$ cat config.mk
export PLATFORM = sky130hd
export DESIGN_NAME = uart_rx
export DESIGN_NICKNAME = d
export VERILOG_FILES = /design/src/rtl/uart_rx.sv
export SDC_FILE = /design/constraint.sdc
export NUM_CORES = 1
export LEC_CHECK = 0
export ABC_AREA = 1
export CAP_MARGIN = 5
export CORE_ASPECT_RATIO = 0.9
export CORE_MARGIN = 1
export CORE_UTILIZATION = 60
export CTS_CLUSTER_DIAMETER = 40
export CTS_CLUSTER_SIZE = 28
export DETAILED_ROUTE_END_ITERATION = 8
export GPL_TIMING_DRIVEN = 0
export PLACE_DENSITY = 0.79
export SLEW_MARGIN = 20
export SYNTH_ARGS = -nofsm -noshare
export SYNTH_HDL_FRONTEND = slang
export SYNTH_SLANG_ARGS = --single-unit
$ cat constraint.sdc
create_clock -name clk_glb -period 2.05 [get_ports clk_glb]
set_input_delay 0.615 -clock clk_glb [delete_from_list [all_inputs] [get_ports clk_glb]]
set_output_delay 0.615 -clock clk_glb [all_outputs]
set_load 0.01 [all_outputs]
$ cat src/rtl/uart_rx.sv
`default_nettype none
// uart_rx: two-flop synchronised UART receiver with mid-bit sampling, optional parity,
// 1/2 stop bits and a valid/ack output handshake with parity, framing and overrun flags.
module uart_rx #(
  parameter int    WORD_LENGTH = 8,
  parameter string PARITY      = "none",
  parameter int    STOP_BITS   = 1,
  parameter int    BAUD_RATE   = 9600,
  parameter int    CLK_FREQ    = 50_000_000
) (
  input  logic                   clk_glb,
  input  logic                   rst_n,
  input  logic                   i_rx,
  input  logic                   rx_ack,
  output logic [WORD_LENGTH-1:0] rx_data,
  output logic                   rx_valid,
  output logic                   rx_busy,
  output logic                   rx_parity_err,
  output logic                   rx_frame_err,
  output logic                   rx_overrun
);

  localparam int          CLKS_PER_BIT = CLK_FREQ / BAUD_RATE;
  localparam int          HALF         = CLKS_PER_BIT / 2;
  localparam logic [31:0] CPB_M1       = 32'(CLKS_PER_BIT - 1);
  localparam logic [31:0] HALF_M1      = 32'(HALF - 1);
  localparam logic [3:0]  DATA_LAST    = 4'(WORD_LENGTH - 1);
  localparam logic [3:0]  STOP_LAST    = 4'(STOP_BITS - 1);
  localparam bit          HAS_PAR      = (PARITY != "none");
  localparam bit          ODD_PAR      = (PARITY == "odd");

  localparam logic [2:0] S_IDLE   = 3'd0;
  localparam logic [2:0] S_START  = 3'd1;
  localparam logic [2:0] S_DATA   = 3'd2;
  localparam logic [2:0] S_PARITY = 3'd3;
  localparam logic [2:0] S_STOP   = 3'd4;

  logic                   r_sync1;
  logic                   r_rx_s;
  logic [2:0]             r_state;
  logic [2:0]             w_next;
  logic [31:0]            r_cnt;
  logic [3:0]             r_bitcnt;
  logic [WORD_LENGTH-1:0] r_shift;
  logic                   r_par_pend;
  logic                   r_frm_pend;
  logic                   r_armed;
  logic                   r_done;
  logic                   w_tick;
  logic                   w_start_det;
  logic                   w_last_stop;
  logic                   w_busy;

  always_ff @(posedge clk_glb or negedge rst_n) begin
    if (!rst_n) r_state <= S_IDLE;
    else        r_state <= w_next;
  end

  always_comb begin
    w_next = r_state;
    case (r_state)
      S_IDLE:   if (w_start_det) w_next = S_START;
      S_START:  if (w_tick) w_next = r_rx_s ? S_IDLE : S_DATA;
      S_DATA:   if (w_tick && r_bitcnt == DATA_LAST) w_next = HAS_PAR ? S_PARITY : S_STOP;
      S_PARITY: if (w_tick) w_next = S_STOP;
      S_STOP:   if (w_tick && r_bitcnt == STOP_LAST) w_next = S_IDLE;
      default:  w_next = S_IDLE;
    endcase
  end

  // The cycle that detects the start edge is the first cycle of the half-bit wait.
  always_comb begin
    w_tick      = 1'b0;
    w_start_det = 1'b0;
    w_last_stop = 1'b0;
    w_busy      = (r_state != S_IDLE);
    case (r_state)
      S_IDLE:                   w_start_det = !r_rx_s && r_armed;
      S_START:                  w_tick = (r_cnt == HALF_M1);
      S_DATA, S_PARITY, S_STOP: w_tick = (r_cnt == CPB_M1);
      default:                  w_tick = 1'b0;
    endcase
    w_last_stop = (r_state == S_STOP) && w_tick && (r_bitcnt == STOP_LAST);
  end

  assign rx_busy = w_busy;

  always_ff @(posedge clk_glb or negedge rst_n) begin
    if (!rst_n) begin
      r_sync1    <= 1'b1;
      r_rx_s     <= 1'b1;
      r_cnt      <= '0;
      r_bitcnt   <= '0;
      r_shift    <= '0;
      r_par_pend <= 1'b0;
      r_frm_pend <= 1'b0;
      r_armed    <= 1'b1;
      r_done     <= 1'b0;
    end else begin
      r_sync1 <= i_rx;
      r_rx_s  <= r_sync1;
      r_done  <= w_last_stop;

      if (r_state == S_IDLE)  r_cnt <= w_start_det ? 32'd1 : 32'd0;
      else if (w_tick)        r_cnt <= '0;
      else                    r_cnt <= r_cnt + 32'd1;

      if (r_state != w_next)  r_bitcnt <= '0;
      else if (w_tick)        r_bitcnt <= r_bitcnt + 4'd1;

      if (r_state == S_DATA && w_tick) r_shift <= {r_rx_s, r_shift[WORD_LENGTH-1:1]};

      if (w_start_det) begin
        r_par_pend <= 1'b0;
        r_frm_pend <= 1'b0;
      end
      if (r_state == S_PARITY && w_tick) r_par_pend <= ((^r_shift) ^ r_rx_s) != ODD_PAR;
      if (r_state == S_STOP && w_tick && !r_rx_s) r_frm_pend <= 1'b1;

      // A frame ending on a low line (break) must not re-trigger until the line idles.
      if (w_last_stop && !r_rx_s) r_armed <= 1'b0;
      else if (r_rx_s)            r_armed <= 1'b1;
    end
  end

  always_ff @(posedge clk_glb or negedge rst_n) begin
    if (!rst_n) begin
      rx_data       <= '0;
      rx_valid      <= 1'b0;
      rx_parity_err <= 1'b0;
      rx_frame_err  <= 1'b0;
      rx_overrun    <= 1'b0;
    end else if (r_done) begin
      rx_data       <= r_shift;
      rx_parity_err <= r_par_pend;
      rx_frame_err  <= r_frm_pend;
      rx_valid      <= 1'b1;
      if (rx_valid && !rx_ack) rx_overrun <= 1'b1;
      else if (rx_valid)       rx_overrun <= 1'b0;
    end else if (rx_ack && rx_valid) begin
      rx_valid   <= 1'b0;
      rx_overrun <= 1'b0;
    end
  end

endmodule
`default_nettype wire

# Word level (Yosys, flattened, before mapping)
# Index checks and enable logic that the tools add are counted.
# classes
add_sub_neg,2
n_bitwise,1
n_reduce_logical,24
eq_ne,9
n_mux,24
# ops
op,count
$mux 32,2
$add 32x1->32 const B,1
$eq 32x12->1 const B,1
$eq 32x13->1 const B,1
$mux 3,5
$pmux 3 s5,1
$mux 1,12
$logic_and 1x1->1,11
$reduce_bool 2->1,5
$mux 4,2
$reduce_xor 8->1,1
$eq 3x2->1 const B,2
$add 4x1->4 const B,1
$eq 4x3->1 const B,1
$logic_not 4->1,1
$eq 3x1->1 const B,1
$eq 3x3->1 const B,1
$logic_not 3->1,1
$ne 3x2->1 const B,1
$ne 3x3->1,1
$reduce_bool 3->1,1
$reduce_or 3->1,1
$logic_not 1->1,2
$mux 2,1
3 further kinds,3
# word_totals
word_cells,75
ff_bits,65
in_bits,4
out_inout_bits,13

# Longest topological paths before layout
# Gate-level depths: netlist of run 1.
# depth
word_depth,8
depth_mapped,14
mapped_depth_nobuf,14

# Least setup slack after synthesis of run 1
# OpenSTA, ideal clock, no wires.
# synth_path
path_type,register -> register
start,reg r_cnt[0]
end,reg r_cnt[30]
path_slack_ns,0.417
path_buffers,0
setup_time_ns,0.119
stages_incl_launch_ff,11
arrival_ns,1.514
required_time_ns,1.931
period_less_slack_ns,1.633
path_cell_list,dfrtp_1 -> ha_1 -> nand3_2 -> nor2_4 -> nand2_1 -> nor2_4 -> nand4_4 -> nor2_2 -> nand2_1 -> xor2_1 -> nor2_2
# synth_between
elab_chain_len,4
word_cells_on_any_way,6
cone_classes,1 x add/sub; 2 x eq/ne; 3 x mux
# synth_rtl
item,line_no,text
start: declaration,42,logic [31:0] r_cnt;
start signal: assignment,104,if (r_state == S_IDLE) r_cnt <= w_start_det ? 32'd1 : 32'd0;
start signal: assignment,106,else r_cnt <= r_cnt + 32'd1;
branches (longest 2 deep; another with $add 32x1->32),n/a,
$mux 32 (*),105,else if (w_tick) r_cnt <= '0;
$mux 32 (*),104,
# Every way passes the cells marked *.
# A chain may end at the register's enable or synchronous reset.

# Worst setup path after layout of run 1
# layout_path
start,reg r_state[0]
end,out rx_busy
# layout_between
elab_chain_len,1
# layout_rtl
item,line_no,text
start: declaration,40,logic [2:0] r_state;
start signal: assignment,56,else r_state <= w_next;
$reduce_bool 3->1,76,w_busy = (r_state != S_IDLE);
end: declaration,17,"output logic rx_busy,"
# No other way between the ends.

==> out/results.txt, run 1 <==
Die Wd = 83.1 µm
Area leader, netlist = dfrtp_1
Number of synthesized register bits = 65
Fin Setup TNS = 0 ns
Die height = 75.0 µm
Final worst path period need = 1.95 ns
DIE AREA = 0.00623 mm²
Net Sw Power = 0.000812 W
Ranking of synthesized cells by area = dfrtp_1 (44%), nand2_1 (11%), nor2_1 (7.5%)
Worst slew pin tran = 0.706 ns
Final net count = 482
Power share of the clock group = 0.408
Count leader, synth = nand2_1
Worst slew margin = 0.527
Met3 WL = 418 µm
Netlist cell types = 36
GRT Total Usage = 0.256
WHS = 0.156 ns
Ports = 17
Clk root buf = clkbuf_8
Maximum Capacitance Violations = 0
Hold Path Class = primary input to async pin
Endpoints failing setup = 0
Avg Cell Area, Syn = 7.99 µm²
Pwr dens = 742 mW/mm²
Max stage delay on crit path = 0.42 ns
H-tree levels = 3
WS Path Type = flop to output pin
Total Power = 0.00304 W
Number of vias per cell = 5.29
# DRC = 0
Clock Sinks = 65
Slowest CP cell = dfrtp_1
Avg WL per Cell = 13.5 µm
Peak Freq = 513 MHz
Via count = 2912
Vias in the first global route = 2642
Ant diodes = 0
Final Hold Fails = 0
CTS Hold Bufs = 0
Final HPWL DP = 5300 µm
Fin crit share = 0.950
Required time of the critical path = 1.43 ns
RSZ-0062 raised after global routing = false
Initial antenna violation count = 0
Grt ovf = 0
Post-synth ARST share = 1.00
Prevailing post-synth register cell = dfrtp_1
CP max FO = 3
Status = finished clean
# rows = 26
EDFF count, synth = 0
CTS buffer count = 9
Post-Syn Area = 0.00355 mm²
First-pass iteration count of the detailed router = 4
P_leak = 1.98 nW
Clock Path Buffers = 2
Crit path cell chain = nor2_2, nand2_1, dlygate4sd2_1
Metal2 WL = 3230 µm
CP Capture Type = output pin
Sequential power share = 0.466
Final Skew = 0.0120 ns
Synth top cells by count = nand2_1 (105), nor2_1 (71), dfrtp_1 (62)
Final ANT Viol Nets = 0
Critical Path AT = 1.33 ns
Area of the core = 0.00569 mm²
Routed WL = 7400 µm
Initial core utilization = 0.623
Worst-path clk slew = 0.08 ns
Final setup margin = 0.102 ns
Startpoint types = flop
Iter 0 DRT Violations = 202
CP top delay family = flip-flops
Post-synthesis cell count = 444
Clock Latency Late Sink = 0.35 ns
CP Buf/Inv Count = 1
Syn nets = 451
Max layer used = met4
Metal-1 WL = 3680 µm
Ys Warns = 0
CTS tree = built
RePlAce Congestion = 0.911
First-pass GRT wire length = 12300 µm
Max-slew violation count = 0
Register area share after synthesis = 0.459
Sw frac = 0.267
Comb power frac = 0.125
Place WS = 0.0360 ns
Post-synth top area share = 0.437
Port buffer count = 16
Cell Int Power = 0.00223 W
Ratio of cells with drive above 1 in the final layout = 0.146
Layout area overhead = 15.4%
VDD IR max = 752 µV
Largest net degree at the start of global routing = 43
[final timing paths]
check | start | end | slack (ns) | depth (start not counted)
min in group clk_glb | r_sync1 | r_rx_s | 0.36 | 0
min | rst_n | r_cnt[22] | 0.16 | 1
max in group asynchronous | rst_n | r_sync1 | 1.30 | 2
min reg2reg | r_sync1 | r_rx_s | 0.36 | 0
max reg2reg | r_cnt[0] | r_bitcnt[2] | 0.16 | 12
max | r_state[0] | rx_busy | 0.10 | 3
[metrics by stage]
stage | util | area [µm²] | cells
finish | 0.719 | 4100 | 550
floorplan | - | 3550 | 444
global placement | 0.667 | 3800 | 530
CTS | 0.711 | 4050 | 548
global route | 0.719 | 4100 | 550
detailed placement | 0.670 | 3810 | 531
[cells by family after synthesis]
group	after synthesis	share of synthesized area
DFF	65	0.459
adders and majority gates	3	0.0106
buffers and inverters	59	0.0656
and+or+nand+nor	263	0.352
xor gates and xnor gates	32	0.0790
AOI/OAI and AO/OA	22	0.0339
[repair_timing]
| action | in CTS | in global routing |
|---|---|---|
| buffers inserted | 1 | 2 |
| pin swaps | 0 | 1 |
| endpoints found under the hold margin | 0 | 0 |
| endpoints found under the setup margin | 1 | 34 |
| gates resized for setup | 1 | 8 |
[state kept, by name, summed over array words and instances, names as in the netlist]
| register | flops |
|---|---|
| r_cnt | 32 |
| r_shift | 8 |
| rx_data | 8 |
| r_bitcnt | 4 |
| r_state | 3 |
| r_armed | 1 |
| r_done | 1 |
| r_frm_pend | 1 |
| r_par_pend | 1 |
| r_rx_s | 1 |
| r_sync1 | 1 |
| rx_frame_err | 1 |
| rx_overrun | 1 |
| rx_parity_err | 1 |
| rx_valid | 1 |
[power by group through the flow]
stage	Sequential, W	Combinational (W)	Clock [W]
floorplan	0.00142	0.000250	0
global placement	0.00143	0.000340	0
detailed placement	0.00143	0.000355	0
CTS	0.00141	0.000355	0.00125
global route	0.00143	0.000449	0.00131
finish	0.00142	0.000381	0.00124
[per-layer routing]
layer,vias to the layer above,GRT usage
met5,-,0
met1,1359,0.378
met2,70,0.383
li1,1473,-
met3,10,0.0592
met4,0,0.0728
[area by class of cell]
type / count / area [µm²]
Fill cell: 455 / 1600
Tap cell: 70 / 87.6
Buffer: 6 / 40.0
Timing Repair Buffer: 20 / 199
Clock inverter: 5 / 77.6
Inverter: 53 / 200
Sequential cell: 65 / 1630
Multi-Input combinational cell: 320 / 1710
Clock buffer: 11 / 151
[cell usage in the layout (no fill, tap or decap), types with 3 or more instances in the layout]
master,n
a21oi_1,6
buf_4,4
clkbuf_8,11
clkdlybuf4s50_1,14
clkinv_2,3
dfrtp_1,61
dfstp_2,3
inv_1,43
inv_2,8
nand2_1,104
nand2_2,8
nand3_1,25
nand4_1,11
nor2_1,70
nor2_2,7
nor2_4,3
nor3_1,17
nor3_2,5
nor4_1,3
o21ai_0,10
xnor2_1,12
xor2_1,20
Power figures use the tool's default switching activity.
==> inputs of run 2 (changes only) <==
CORE_ASPECT_RATIO = unset   (was 0.9)
==> run 2 against run 1 <==
- first-iteration DRC count decreased by 6.4%
- worst hold slack improved by 0.019 ns
- flip-flop and latch count unchanged
- sequential power is essentially flat
- critical path depth unchanged
- final area down 0.15%
- register-to-register slack gained 0.04 ns
- critical path type unchanged
==> out/results.txt, run 2 (synthesis results as in run 1) <==
Worst slew margin = 0.554
First-pass GRT wire length = 12900 µm
VDD IR max = 629 µV
Initial antenna violation count = 0
Final Hold Fails = 0
RSZ-0062 raised after global routing = false
Crit path cell chain = nor2_2, nand2_1, dlygate4sd2_1
Vias in the first global route = 2860
CP max FO = 3
Grt ovf = 0
Maximum Capacitance Violations = 0
WHS = 0.175 ns
CTS Hold Bufs = 0
First-pass iteration count of the detailed router = 4
Worst R2R Path Depth = 13
Endpoints failing setup = 0
Max-slew violation count = 0
Clock Latency Late Sink = 0.35 ns
Routed WL = 7220 µm
Die height = 78.9 µm
Worst slew pin tran = 0.666 ns
Status = finished clean
CTS tree = built
Number of vias per cell = 5.29
WS Path Type = flop to output pin
Filler cell count = 457
Area of the core = 0.00561 mm²
Required time of the critical path = 1.43 ns
Final worst path period need = 1.92 ns
Fin area = 0.00409 mm²
Finished Layout Cells = 552
Avg WL per Cell = 13.1 µm
Critical path depth = 3
GRT Total Usage = 0.271
Final Skew = 0.0128 ns
Slowest CP cell = dfrtp_1
Commonest non-fill, non-tap cell in the layout = nand2_1
CP Capture Type = output pin
Layout area overhead = 15.2%
CP Buf/Inv Count = 1
Post-layout util = 0.729
Iter 0 DRT Violations = 189
H-tree levels = 3
Largest net degree at the start of global routing = 40
Final HPWL DP = 5280 µm
Hold Path Class = primary input to async pin
Initial core utilization = 0.633
RePlAce Congestion = 0.916
CTS buffer count = 9
P_leak = 1.97 nW
Worst-path clk slew = 0.08 ns
Fin crit share = 0.936
Ratio of cells with drive above 1 in the final layout = 0.148
Clk root buf = clkbuf_8
CP top delay family = flip-flops
DIE AREA = 0.00623 mm²
Clock Path Buffers = 2
Largest register FFs = 32
# rows = 27
Die Wd = 78.9 µm
DP Area = 0.00382 mm²
Pwr dens = 719 mW/mm²
Dpl cells = 533
Largest registers = r_cnt: 32 flops, r_shift: 8 flops, rx_data: 8 flops
Most frequent cells in the layout = nand2_1 (104), nor2_1 (70), dfrtp_1 (60)
Startpoint types = flop
# DRC = 0
Via count = 2919
Register bank with the most flops = r_cnt
Final net count = 482
Port buffer count = 16
Clock Sinks = 65
Fin Setup TNS = 0 ns
Max stage delay on crit path = 0.41 ns
Ant diodes = 0
Critical Path AT = 1.30 ns
Ports = 17
Final ANT Viol Nets = 0
Peak Freq = 521 MHz
run 2: cell types whose count changed in the layout (fill, tap and decap cells not counted), sizes merged:
cell,change
inv,+1
clkinv,-1
clkinvlp,+1
bufinv,-1
run 2: repair_timing:
action,CTS,global route
setup endpoints to repair,1,35
setup buffers,1,2
gates resized for setup,2,6
pin swaps,0,2
run 2: report_power, final:
group          switching (W)  internal, W  total (W)  leakage [nW]
sequential         0.0000760      0.00134    0.00142         0.882
clock               0.000509     0.000633    0.00114         0.102
combinational       0.000241     0.000136   0.000376         0.987
total               0.000826      0.00211    0.00294          1.97
run 2: metrics by stage:
stage,total power (W),setup slack [ns]
3_3_place_gp,0.00177,-1.68
5_1_grt,0.00307,0.0218
3_5_place_dp,0.00178,0.0230
6_report,0.00294,0.130
4_1_cts,0.00293,0.00646
2_1_floorplan,0.00167,0.417
run 2: final timing paths:
kind | start | to | slack [ns]
worst max-delay path | r_state[0] | rx_busy | 0.13
worst min-delay path | rst_n | r_bitcnt[2] | 0.17
worst max register to register | r_cnt[18] | r_bitcnt[0] | 0.20
worst min register to register | r_sync1 | r_rx_s | 0.36
max in group asynchronous | rst_n | r_armed | 1.31
min in group clk_glb | r_sync1 | r_rx_s | 0.36
run 2: final cells by class:
cell class / count / area [µm²] / share of cell area
Timing Repair Buffer: 20 / 211 / 0.0517
Tap cell: 72 / 90.1 / 0.0220
Clock buffer: 11 / 151 / 0.0370
Clock inverter: 5 / 62.6 / 0.0153
Sequential cell: 65 / 1630 / 0.399
Buffer: 6 / 32.5 / 0.00796
Inverter: 53 / 200 / 0.0490
Multi-Input combinational cell: 320 / 1710 / 0.418
run 2: metal layers:
metal  share of wire  vias up  routed length [µm]  global-route usage
met5               0        -                   0                   0
met4           0.017        0                 123               0.107
met3           0.045       11                 325              0.0448
met2            0.45       61                3270               0.417
met1            0.48     1379                3500               0.386
li1                -     1468                   -                   -
==> inputs of run 3 (changes only) <==
CAP_MARGIN = unset   (was 5)
==> results of run 3 <==
No change in the layout: final DEF, timing and power equal those of run 2.
